--- src/rtl/saturating_counter_predictor.sv ---
// rtl/saturating_counter_predictor.sv - gshare/bimodal table of saturating counters
//
// Ports:
//   clk, rst            clock; asynchronous active-high reset
//   lookup_valid        lookup request this cycle
//   lookup_address      branch address to predict
//   prediction_valid    registered: prediction/prediction_index valid
//   prediction          registered: 1 = taken (MSB of selected counter)
//   prediction_index    registered: table index used, returned later on update_index
//   update_valid        branch resolved this cycle
//   update_index        index previously reported on prediction_index
//   update_taken        resolved outcome
//   global_history      history register, bit 0 newest; 0 in bimodal mode
module saturating_counter_predictor #(
  parameter int ADDR_WIDTH = 4,
  parameter int CTR_WIDTH  = 2,
  parameter int HIST_WIDTH = 4
) (
  input  logic                                        clk,
  input  logic                                        rst,
  input  logic                                        lookup_valid,
  input  logic [ADDR_WIDTH-1:0]                       lookup_address,
  output logic                                        prediction_valid,
  output logic                                        prediction,
  output logic [ADDR_WIDTH-1:0]                       prediction_index,
  input  logic                                        update_valid,
  input  logic [ADDR_WIDTH-1:0]                       update_index,
  input  logic                                        update_taken,
  output logic [(HIST_WIDTH > 0 ? HIST_WIDTH : 1)-1:0] global_history
);

  localparam int DEPTH = 1 << ADDR_WIDTH;
  // Weakly-not-taken: just below the taken threshold (0 for 1-bit counters).
  localparam logic [CTR_WIDTH-1:0] CTR_INIT = CTR_WIDTH'((1 << (CTR_WIDTH - 1)) - 1);
  localparam logic [CTR_WIDTH-1:0] CTR_MAX  = '1;
  localparam logic [CTR_WIDTH-1:0] CTR_MIN  = '0;

  logic [CTR_WIDTH-1:0]  ctr_table [DEPTH];
  logic [ADDR_WIDTH-1:0] lookup_idx;
  logic [CTR_WIDTH-1:0]  update_cur;
  logic [CTR_WIDTH-1:0]  update_next;
  logic                  lookup_msb;

  // Index formation and history register. History only moves on resolution,
  // so lookups always hash with the committed (pre-edge) history.
  generate
    if (HIST_WIDTH == 0) begin : g_bimodal
      assign lookup_idx     = lookup_address;
      assign global_history = '0;
    end else begin : g_gshare
      logic [HIST_WIDTH-1:0] hist_q;

      if (HIST_WIDTH == 1) begin : g_hist1
        always_ff @(posedge clk or posedge rst) begin
          if (rst) begin
            hist_q <= '0;
          end else if (update_valid) begin
            hist_q <= update_taken;
          end
        end
      end else begin : g_histn
        always_ff @(posedge clk or posedge rst) begin
          if (rst) begin
            hist_q <= '0;
          end else if (update_valid) begin
            hist_q <= {hist_q[HIST_WIDTH-2:0], update_taken};
          end
        end
      end

      assign lookup_idx     = lookup_address ^ ADDR_WIDTH'(hist_q);
      assign global_history = hist_q;
    end
  endgenerate

  // Saturating increment/decrement of the counter being trained.
  always_comb begin
    update_cur  = ctr_table[update_index];
    update_next = update_cur;
    if (update_taken) begin
      if (update_cur != CTR_MAX) update_next = update_cur + 1'b1;
    end else begin
      if (update_cur != CTR_MIN) update_next = update_cur - 1'b1;
    end
  end

  // Same-cycle update to the looked-up entry: forward the trained value so
  // the prediction reflects the outcome that resolves on this edge.
  always_comb begin
    if (update_valid && (update_index == lookup_idx)) begin
      lookup_msb = update_next[CTR_WIDTH-1];
    end else begin
      lookup_msb = ctr_table[lookup_idx][CTR_WIDTH-1];
    end
  end

  always_ff @(posedge clk or posedge rst) begin
    if (rst) begin
      for (int i = 0; i < DEPTH; i++) begin
        ctr_table[i] <= CTR_INIT;
      end
    end else if (update_valid) begin
      ctr_table[update_index] <= update_next;
    end
  end

  always_ff @(posedge clk or posedge rst) begin
    if (rst) begin
      prediction_valid <= 1'b0;
      prediction       <= 1'b0;
      prediction_index <= '0;
    end else if (lookup_valid) begin
      prediction_valid <= 1'b1;
      prediction       <= lookup_msb;
      prediction_index <= lookup_idx;
    end else begin
      prediction_valid <= 1'b0;
    end
  end

endmodule

--- config.mk ---
export PLATFORM = sky130hd
export DESIGN_NAME = saturating_counter_predictor
export DESIGN_NICKNAME = d
export VERILOG_FILES = /design/src/rtl/saturating_counter_predictor.sv
export SDC_FILE = /design/constraint.sdc
export NUM_CORES = 1
export LEC_CHECK = 0
export CORE_MARGIN = 5
export CORE_UTILIZATION = 56
export DETAILED_ROUTE_END_ITERATION = 7
export PLACE_DENSITY_LB_ADDON = 0.2
export SLEW_MARGIN = 5
export SYNTH_ARGS = -nofsm -noshare
export SYNTH_HDL_FRONTEND = slang
export SYNTH_SLANG_ARGS = --single-unit
--- constraint.sdc ---
create_clock -name clk -period 2.7 [get_ports clk]
set_input_delay 0.405 -clock clk [delete_from_list [all_inputs] [get_ports clk]]
set_output_delay 0.405 -clock clk [all_outputs]
set_load 0.02 [all_outputs]
* Yosys cells after proc, flatten, opt, wreduce, memory -nomap -nowiden
Index checks and enable logic that the tools add are counted. W data, S select, Z words.
Word-level totals: register bits 42, bits in latches 0, bits in writable memories 0, ROM bits 0, bits of input ports 13, output and inout port bits 10, logic and storage cells 47, memories 0
Cells by class: $add $sub $neg 2, $mul 0, divide/modulo/power cells 0, $lt $le $gt $ge 3, equality and inequality tests 2, shift operators 0, muxes and demuxes 14, bitwise operators 3, reduce and logical (&&, ||, !) cells 3
Operators by type and width (count):
- $bwmux W32 | 1
- $bmux W2 S4 | 2
- $mux W2 | 8
- $ge A5 B5 Y1 const B | 2
- $not A4 Y5 | 2
- $demux W2 S4 | 1
- $lt A5 B1 Y1 const B | 1
- $eq A4 B4 Y1 | 1
- $xor A4 B4 Y4 | 1
- $add A2 B1 Y2 const B | 1
- $logic_and A1 B1 Y1 | 2
- $mux W1 | 2
- $ne A2 B2 Y1 const B | 1
- $reduce_bool A2 Y1 | 1
- $sub A2 B1 Y2 const B | 1

* Depth between registers and ports, before layout
depth in word-level cells 8, gate-level depth with buffers 7, gate-level depth less buffers 5

* Worst setup path after synthesis
OpenSTA, ideal clock, no wires.
kind input to register, from input port update_index[1], to register ctr_table[7] (netlist name), arrival time 2072 ps, data required time 2575 ps, slack 503 ps, cell stages on the path 7, cell sequence buf_1 -> mux4_2 -> a22oi_1 -> nand3_1 -> maj3_2 -> buf_6 -> mux2_2
On the way: longest elaborated chain between the ends 8, elaborated cells between the ends (all ways) 17
RTL lines:
- from (decl) | line 27 | input logic [ADDR_WIDTH-1:0] update_index,
- $not A4 Y5 (implied by the code) * | line 78, 103
- $bmux W2 S4 | line 78 | update_cur = ctr_table[update_index];
- $mux W2 (implied by the code) (2 in series) | line 78
- $sub A2 B1 Y2, or another cell as far along | line 83 | if (update_cur != CTR_MIN) update_next = update_cur - 1'b1;
- $mux W2, on equally long branches | line 83, 81
- $mux W2 | line 80 | if (update_taken) begin
- $bwmux W32 * | line 103 | ctr_table[update_index] <= update_next;
- to (signal, indexed assignment) | line 103
- to (decl) | line 38 | logic [CTR_WIDTH-1:0] ctr_table [DEPTH];
Every way passes the cells marked *; elsewhere a longest branch is shown, timed or not. The select of a mux whose other input is x is not followed. A chain may end at the register's enable or synchronous reset.

* Worst setup path after layout
from input port update_index[0], to register ctr_table[13] (netlist name)
The elaborated chain is that of the path after synthesis.

==> metrics.cfg <==
[clocking]
ctsHtreeMaxLevel = 2
post_cts_buffers = 0
numCtsBuffers = 5
cts_hold_buf = 0
clk_path_buf_depth = 2
cts_tree = built
cts_sinks = 42
cts.repair.resized = 0
cts_root_buffer = clkbuf_8
clk_pin_slew_worst_paths_ps = 80
clk_latency_ps = 300

[floorplanning]
fp.dieW_um = 72.92
initial_core_util = 0.5922
rows = 22
die_y_um = 72.92
die-area_mm2 = 0.005317
core_mm2 = 0.003744
io-pin-count = 23

[synthesis]
ys_top_cells_by_area = dfrtp_1 29%, mux2_2 19%, dfstp_2 19%, mux4_2 9.1%, mux4_1 3.6%
syn_nets = 174
synth_cell_type_count = 31
synth_warnings = 0
yosysTopAreaCell = dfrtp_1
synth_top_area_share = 0.2935
netlist_instances = 161
synth-edff-count = 0
synth_area_mm2 = 0.002217
synth_ff_type = dfrtp_1
synth_seq_cells = 42
synthArstFlopShare = 1.000
avgSynthCellArea_um2 = 13.77
synth-seq-area-share = 0.4831

[timing]
fin_crit_ps = 2484
slew_violations = 0
finalClockSkew_ps = 9.887
tightest_slew_ps = 717.0
setup_viol = 0
period_share = 0.9199
whs_ps = 513.2
rsz0062_at_grt = false
slew_headroom = 0.5215
max_freq_mhz = 402.6
hold_viol_final = 0

[pwr]
ir_drop_uv = 464.9
p_leak_uw = 0.001094
power_density_mw_per_mm2 = 768.3

[global_route]
grtUsageMet3 = 0.05372
use_met1 = 0.2267
grt_first_pass_wirelength_mm = 7.279
overflow = 0
grtUsageMet2 = 0.3066
grt-busiest-layer = met2
antenna_found_initial = 0
track_usage = 0.1857
grt_pass1_vias = 1428
grt_start_max_net_pins = 25

[finish]
final_area_mm2 = 0.002641
layout.nets = 204
ff_latch_area_mm2 = 0.001071
drive_above_1_share = 0.4271
nFillCells = 270
syn_to_final_growth_pct = 19.13
n_antenna_cell = 0
multi_input_area_mm2 = 0.001090

[run]
cap_violations = 0

[place]
io_buffers = 22
gp_congestion = 0.8472
post-dp-hpwl_mm = 3.284
placed_area_mm2 = 0.002550

[routing]
drt_iter0_drc = 103
postRouteAntennaNets = 0
drc = 0
first_pass_iters = 4
vias_per_cell = 6.033
drt-total-wl_mm = 4.400
vias = 1448
wl_per_cell_um = 18.33

[worst_setup_path]
worstPathRequired_ps = 2880
crit_fanout = 17
start_kind = input pin
critical_path.endpoint_type = flop
critical_path_class = input pin to flop
worstPathArrival_ps = 2660

[min_path]
min_path_type = flop to flop

[status]
status = completed

==> power by group <==
part	switching, uW	total (uW)	internal (uW)
registers	107	981	873
logic	269	636	367
clock network	207	413	206
total	583	2030	1450
==> synth_stat cells (2+ instances only) <==
library cell and count:
mux4_2 9, a21oi_1 2, nor2b_1 4, maj3_2 2, nand2_1 10, dfstp_2 16, xnor2_1 3, a22oi_1 2
clkbuf_1 4, or3_1 3, nand3b_1 2, mux2_2 38, nor2_1 12, nand2b_1 2, mux4_1 3, xor2_1 4
buf_6 3, dfrtp_1 26, nand3_1 4
==> sequential cells by signal (all words and copies together), names as in the netlist <==
signal and count:
ctr_table 32, prediction 1, prediction_valid 1, global_history 4, prediction_index 4
==> layout make-up <==
type | instances | area share
multi-input cells | 110 | 0.4126
flip-flops and latches | 42 | 0.4055
repair buffers | 31 | 0.1232
clock buffers | 7 | 0.03269
well taps | 48 | 0.02274
clock inverters | 1 | 0.001895
inverters | 1 | 0.001421
==> through the flow <==
step                      setup WS [ps]  utilization  cells  total power [uW]  setup TNS [ps]
after floorplan                   503.1            -    161              1431               0
after global placement           -48.91       0.6812    232              1593          -713.6
after detailed placement         -82.33       0.6812    232              1630           -1516
after CTS                         229.7       0.7055    240              2042               0
after global routing              126.4       0.7055    240              2145               0
final                             216.2       0.7055    240              2029               0
==> layer usage <==
metal	vias to the layer above	share of wire	wire (um)
li1	650	-	-
met1	734	0.41	1820
met2	55	0.49	2156
met3	9	0.075	332
met4	0	0.020	90
met5	-	0	0
==> critical path, cell delays in order <==
cell,delay [ps]
clkdlybuf4s50_1,500
buf_12,160
mux4_1,560
nand3_1,130
nand4_1,120
maj3_2,460
mux2_2,310
==> worst paths after layout <==
check / startpoint / endpoint / slack [ps] / cells past startpoint
max: update_index[0] / ctr_table[13]$_DFFE_PP0P_ / 220 / 7
max reg2reg: ctr_table[25]$_DFFE_PP0P_ / ctr_table[13]$_DFFE_PP0P_ / 630 / 5
min: prediction_index[0]$_DFFE_PP0P_ / prediction_index[0]$_DFFE_PP0P_ / 510 / 1
min in group asynchronous: rst / global_history[2]$_DFFE_PP0P_ / 520 / 2
max in group asynchronous: rst / ctr_table[2]$_DFFE_PP1P_ / 1530 / 3
min reg2reg: prediction_index[0]$_DFFE_PP0P_ / prediction_index[0]$_DFFE_PP0P_ / 510 / 1
==> kinds of logic after synthesis <==
logic type,after synthesis,synth area share
flip-flops,42,0.4831
AO/OA/AOI/OAI,7,0.02483
buffers and inverters,9,0.02539
adder cells (fa/ha/maj),2,0.01016
AND/OR/NAND/NOR,42,0.09425
multiplexers,51,0.3245
XOR/XNOR,8,0.03781
==> layout by cell type, fill, tap and decap left out, drive strengths merged, types with 2 or more instances in the layout <==
cell / synthesis / final
xor2: 4 / 4
dfstp: 16 / 16
nand3: 4 / 4
maj3: 2 / 2
clkbuf: 4 / 7
nor2b: 4 / 4
nand3b: 2 / 2
mux2: 38 / 38
nor2: 12 / 12
buf: 4 / 9
nand2: 10 / 10
mux4: 12 / 12
xnor2: 3 / 3
clkdlybuf4s50: 0 / 22
dfrtp: 26 / 26
nand2b: 2 / 2
a22oi: 2 / 2
a21oi: 2 / 2
or3: 3 / 3
No activity file was read; power rests on OpenSTA's default activity.
